<file path="config.mk">
export PLATFORM = sky130hd
export DESIGN_NAME = cache_refill
export DESIGN_NICKNAME = d
export VERILOG_FILES = /design/src/rtl/cache_refill.sv
export SDC_FILE = /design/constraint.sdc
export NUM_CORES = 1
export LEC_CHECK = 0
export ABC_CLOCK_PERIOD_IN_PS = 2460
export BUFFER_PORTS_ARGS = -buffer_cell sky130_fd_sc_hd__buf_2
export CAP_MARGIN = 20
export CORE_MARGIN = 2
export CORE_UTILIZATION = 30
export CTS_CLUSTER_DIAMETER = 60
export DETAILED_ROUTE_END_ITERATION = 12
export GPL_ROUTABILITY_DRIVEN = 0
export PLACE_DENSITY = 0.59
export SYNTH_ARGS = -nofsm -noshare
export SYNTH_HDL_FRONTEND = slang
export SYNTH_SLANG_ARGS = --single-unit
</file>
<file path="constraint.sdc">
create_clock -name clk -period 2.46 [get_ports clk]
set_clock_uncertainty 0.05 [all_clocks]
set_input_delay 0.123 -clock clk [delete_from_list [all_inputs] [get_ports clk]]
set_output_delay 0.123 -clock clk [all_outputs]
set_load 0.005 [all_outputs]
</file>
<file path="src/rtl/cache_refill.sv">
`default_nettype none
// ============================================================================
// Module   : cache_refill
// Brief    : Cache-miss refill engine: stalls the CPU, reads the missing line
//            from data memory word by word and writes it into the cache.
//            Option macro CACHE_REFILL_CWF_EN enables critical-word-first.
// Revision : 1.0
// ============================================================================
module cache_refill #(
    parameter int LINE_WORDS = 4,
    parameter int MEM_LAT    = 1
) (
    input  logic        clk,
    input  logic        reset,
    input  logic        miss,
    input  logic [7:0]  miss_addr,
    input  logic [15:0] mem_rdata,
    output logic [7:0]  mem_addr,
    output logic        mem_re,
    output logic        cache_we,
    output logic [7:0]  cache_waddr,
    output logic [15:0] cache_wdata,
    output logic        stall,
    output logic        done,
    output logic        fwd_valid,
    output logic [15:0] fwd_data,
    output logic [15:0] miss_count
);

    localparam int                c_OFFW      = $clog2(LINE_WORDS);
    localparam logic [2:0]        c_LAT_LAST  = 3'(MEM_LAT);
    localparam logic [c_OFFW-1:0] c_FILL_LAST = c_OFFW'(LINE_WORDS - 1);

`ifdef CACHE_REFILL_CWF_EN
    localparam bit c_CWF_EN = 1'b1;
`else
    localparam bit c_CWF_EN = 1'b0;
`endif

    localparam logic [2:0] c_IDLE  = 3'd0;
    localparam logic [2:0] c_ISSUE = 3'd1;
    localparam logic [2:0] c_WAIT  = 3'd2;
    localparam logic [2:0] c_WRITE = 3'd3;
    localparam logic [2:0] c_DONE  = 3'd4;

    logic [2:0]        r_state;
    logic [2:0]        w_next;
    logic [7-c_OFFW:0] r_tag;
    logic [c_OFFW-1:0] r_off;
    logic [c_OFFW-1:0] r_fill;
    logic [2:0]        r_lat;
    logic [15:0]       r_data;
    logic [15:0]       r_count;
    logic [c_OFFW-1:0] w_start;
    logic [7:0]        w_word;

    // Fill starts at the missing word only when critical-word-first is built in
    assign w_start    = miss_addr[c_OFFW-1:0] & {c_OFFW{c_CWF_EN}};
    assign w_word     = {r_tag, r_off};
    assign miss_count = r_count;

    always_ff @(posedge clk) begin
        if (!reset) begin
            r_state <= c_IDLE;
        end else begin
            r_state <= w_next;
        end
    end

    always_comb begin
        w_next = r_state;
        case (r_state)
            c_IDLE:  if (miss) w_next = c_ISSUE;
            c_ISSUE: w_next = c_WAIT;
            c_WAIT:  if (r_lat == c_LAT_LAST) w_next = c_WRITE;
            c_WRITE: w_next = (r_fill == c_FILL_LAST) ? c_DONE : c_ISSUE;
            c_DONE:  w_next = c_IDLE;
            default: w_next = c_IDLE;
        endcase
    end

    always_ff @(posedge clk) begin
        if (!reset) begin
            r_tag   <= '0;
            r_off   <= '0;
            r_fill  <= '0;
            r_lat   <= '0;
            r_data  <= '0;
            r_count <= '0;
        end else begin
            case (r_state)
                c_IDLE: begin
                    if (miss) begin
                        r_tag  <= miss_addr[7:c_OFFW];
                        r_off  <= w_start;
                        r_fill <= '0;
                        if (r_count != 16'hFFFF) r_count <= r_count + 16'd1;
                    end
                end
                c_ISSUE: r_lat <= 3'd1;
                c_WAIT: begin
                    if (r_lat == c_LAT_LAST) r_data <= mem_rdata;
                    else                     r_lat  <= r_lat + 3'd1;
                end
                c_WRITE: begin
                    r_fill <= r_fill + 1'b1;
                    r_off  <= r_off + 1'b1;
                end
                default: ;
            endcase
        end
    end

    always_comb begin
        mem_addr    = '0;
        mem_re      = 1'b0;
        cache_we    = 1'b0;
        cache_waddr = '0;
        cache_wdata = '0;
        stall       = 1'b0;
        done        = 1'b0;
        fwd_valid   = 1'b0;
        fwd_data    = '0;
        case (r_state)
            c_IDLE:  stall = miss;
            c_ISSUE: begin
                stall    = 1'b1;
                mem_re   = 1'b1;
                mem_addr = w_word;
            end
            c_WAIT: begin
                stall    = 1'b1;
                mem_addr = w_word;
            end
            c_WRITE: begin
                stall       = 1'b1;
                cache_we    = 1'b1;
                cache_waddr = w_word;
                cache_wdata = r_data;
`ifdef CACHE_REFILL_CWF_EN
                if (r_fill == '0) begin
                    fwd_valid = 1'b1;
                    fwd_data  = r_data;
                end
`endif
            end
            c_DONE:  done = 1'b1;
            default: ;
        endcase
    end

endmodule
`default_nettype wire

</file>
# Word level (Yosys, flattened, before mapping)
# Cells that the tools add are included.
[word_totals]
out_inout_bits = 69
in_bits = 27
reg_bits = 48
[op_classes]
eq_ne = 10
mux = 16
addsub = 4
n_reduce_logical = 11
[op_table]
columns = ["operator", "count"]
rows = [
  ["16-bit by 1-bit adder with 16-bit output, second input constant", 1],
  ["16-bit 2-to-1 mux", 1],
  ["8-bit 2-to-1 mux", 2],
  ["16-bit != test, second input constant", 1],
  ["3-bit 2-to-1 mux", 4],
  ["3-bit case mux with 4 select lines", 1],
  ["2-bit AND reduction", 5],
  ["2-bit case mux with 2 select lines", 2],
  ["3-bit by 1-bit equality test with 1-bit output, second input constant", 2],
  ["3-bit by 2-bit equality test with 1-bit output, second input constant", 2],
  ["2-bit != test, second input constant", 3],
  ["3-bit case mux with 2 select lines", 1],
  ["2-bit by 1-bit adder with 2-bit output, second input constant", 2],
  ["2-bit nonzero test", 2],
  ["3-bit by 1-bit adder with 3-bit output, second input constant", 1],
  ["3-bit equality test, second input constant", 1],
  ["3-bit logical NOT", 1],
  ["1-bit 2-to-1 mux", 3],
  ["3-bit AND reduction", 1],
  ["3-bit OR reduction", 1],
  ["2-bit equality test, second input constant", 1],
  ["2-bit 2-to-1 mux", 1],
  ["1-bit case mux with 2 select lines", 1],
  ["2-bit OR reduction", 1],
]

# Logic depth before layout (Yosys ltp)
[depth]
depth_word = 3
depth_mapped = 8
depth_no_buf = 6

# Worst setup path after synthesis
# OpenSTA, ideal clock, no wires.
[synth_path]
path_kind = "reg2reg"
startpoint = "register r_state[0]"
endpoint = "register r_count[13], in the netlist miss_count[13]"
path_slack_ns = 0.673
stages_incl_launch_ff = 7
synth_period_minus_slack_ns = 1.787
n_path_buf = 2
arrival_time_ns = 1.667
cell_sequence = "dfxtp_1 buf_6 nor4b_4 nand4_1 buf_2 or4_1 a21oi_1"
[synth_between]
elab_chain_cells = 2
[synth_lines]
columns = ["element", "line", "text"]
rows = [
  ["start: declaration", "46", "logic [2:0] r_state;"],
  ["start signal: assignment", "64", "r_state <= c_IDLE;"],
  ["start signal: assignment", "66", "r_state <= w_next;"],
  ["3-bit logical NOT", "91", "case (r_state)"],
  ["3-bit AND reduction (no source line)", "n/a", ""],
  ["end signal: assignment", "97", "if (r_count != 16'hFFFF) r_count <= r_count + 16'd1;"],
  ["end: declaration", "53", "logic [15:0] r_count;"],
]
# No other way between the ends.
# A chain may end at the register's enable or synchronous reset.

# Worst setup path after layout
[layout_path]
startpoint = "register r_state[0]"
endpoint = "register r_count[15], in the netlist miss_count[15]"
# Same word-level chain as after synthesis.

==> metrics <==
final hold vios=0; first-pass iteration count of the detailed router=4; fin nets=just under 400; first-pass GRT wire length=9.045 mm; PwrDens=between 500 and 600 nW/um^2; Syn. warnings=0; Synth Cell Area=roughly 2400 um^2; Worst EP arrival=between 2 and 2.5 ns; die height=~94 um; dominant synthesized flop cell=dfxtp_1; largest net degree at the start of global routing=22; setup TNS=0 ns; ant diodes=0; DR iter-0 viols=113; commonest cells after routing, fill and taps aside=buf_2, dfxtp_1, and2_1, nor2_1, nand2_1; ratio of cells with drive above 1 in the final layout=0.2480; Ports=96; clk root buf=clkbuf_8; initial antenna violation count=0; Layout area overhead=24.08%; number of global-route vias before repair=roughly 2000; mux contribution to synthesized area=0.08269; Slew Limit Fails=0; post-layout instance area=between 3000 and 4000 um^2; Post-synth EDFFs=0; CTS tree=built; Final ANT Viol Nets=0; H-tree levels=2; Adder-Cell Fraction of Synth Area=0.02067; complex-gate fraction of the synthesized area=0.1013; Data required, critical path=~2.6 ns; clk sinks=48; detailed-route vias per instance=about 4.7; Startpoint Class=flip-flop; max-cap violation count=0; critical path endpoint category=flip-flop; chip width=about 94 um; worst-case clock buffer depth=2; Post-DP Area=2826 um^2; drt drc=0; post-synth top area share=0.3969; Least-Margin Pin Slew=0.7099 ns; RSZ-0062 raised after global routing=false; die area=around 8800 um^2; simple-gate area share of the yosys netlist=0.2977; Yosys reg bits=between 40 and 50; main combinational cell family by area after synthesis=simple AND/OR/NAND/NOR gates; DR WL/cell=between 10 and 15 um; critical path fanouts, max=12; ys async rst share=0; Lkg Pwr=between 1 and 1.5 nW; clk_lat worst skew=0.30 ns; largest cells by area after synthesis=dfxtp_1, and2_1, mux2i_1; Starting Density=0.3117; Vias=roughly 2200; Max-slew headroom=0.5231; FP Rows=32; hold crit path type=input pin to flip-flop; most common cell after layout, fill and taps aside=buf_2; DP Worst Slack=~0.41 ns; XOR/XNOR share of the synthesized area=0.007235; worst setup path category=flip-flop to flip-flop; Yosys cell types=38; status=finished, final reports clean; core area=between 7000 and 8000 um^2; min cycle time layout=~2.1 ns; Yosys top cell by area=dfxtp_1; DPL Wire Length=between 4 and 5 mm; final setup margin=approximately 0.37 ns; Num CTS Buffers=5; final wirelength=5.668 mm; port bufs=76; cells after synthesis=~290; Final setup violation count=0; Seq/Total Area, Yosys=0.3969; mean post-synth cell area=8.495 um^2; GRT Overall Usage=0.1279; GRT Residual Overflow=0; Max IR drop VDD=~0.23 mV; Post-CTS Setup Inserts=0; period utilization=0.8496; Fmax achieved=478.4 MHz; clk slew on worst S/H paths=around 0.090 ns
[layout make-up]
class / count / area, um^2
well taps: 102 / 127.6
clock inverters: 1 / 5.005
fillers: 817 / 4763
multi-input cells: 215 / 1297
clock buffers: 6 / 72.57
flip-flops and latches: 48 / 960.9
repair buffers: 91 / 518.0
inverters: 6 / 22.52
[sequential cells by signal, indices dropped and copies added (netlist names)]
register and cells:
r_fill 2, r_tag 6, r_data 16, r_state 3, r_off 2, r_lat 3, miss_count 16
[cell usage after synthesis, types with 2 or more instances]
library cell,n
a311oi_1,2
o21ai_0,6
nand2_1,22
nand4_1,7
inv_1,5
and3_1,2
nor3_1,6
o31ai_1,7
or3_1,4
dfxtp_1,48
buf_2,4
nand2b_1,5
nor2_1,27
ha_1,4
mux2i_1,20
clkbuf_1,9
a21oi_1,21
buf_4,18
nand3_1,7
nor3b_1,3
or4_1,6
or2_2,2
and2_1,35
[per-stage QoR]
stage	std cells	hold slack [ns]	total power, W	utilization
floorplan	301	0.2090	0.001220	-
detailed placement	452	0.3119	0.001321	0.3639
finish	469	0.004606	0.001764	0.3868
global route	469	0.004674	0.001891	0.3868
CTS	469	0.001243	0.001788	0.3868
global placement	452	0.3011	0.001309	0.3639
[metal layers]
metal / routed length [um] / track usage / up-vias
met5: 0 / 0 / -
met3: 389 / 0.03050 / 9
li1: - / - / 1107
met1: 2697 / 0.1691 / 1014
met4: 118 / 0.06039 / 0
met2: 2463 / 0.1958 / 78
[report_power, final]
part	internal (W)	leakage (nW)	switching, W	total (W)
combinational	0.000180	1.02	0.000228	0.000408
clock	0.000194	0.0410	0.000257	0.000451
sequential	0.000838	0.389	0.0000659	0.000904
[what timing repair did]
action | in CTS | in global routing
endpoints found under the hold margin | 10 | 0
gates resized for setup | 0 | 0
hold buffers | 10 | 0
[cells by family (layout without fill, tap and decap cells)]
logic type | count (synthesis) | after routing
AOI/OAI and AO/OA | 41 | 41
xor gates and xnor gates | 2 | 2
adders and majority gates | 4 | 4
buffers and inverters | 38 | 104
DFF | 48 | 48
muxes | 20 | 20
other | 1 | 17
and+or+nand+nor | 131 | 131
[worst max-delay path, stage by stage (launching register included)]
cell     delay, ns
dfxtp_1       0.42
nor4b_4       0.33
nand4_1       0.43
or4_1         0.64
a21oi_1       0.15
[final timing paths]
check	slack (ns)	start	endpoint	cells after the start
hold reg to reg	0.42	r_tag[2]	r_tag[2]	2
setup / recovery	0.37	r_state[0]	miss_count[15]	4
hold / removal	0.005	miss_addr[6]	r_tag[4]	3
setup reg to reg	0.37	r_state[0]	miss_count[15]	4
No activity file was read; power rests on OpenSTA's default activity.
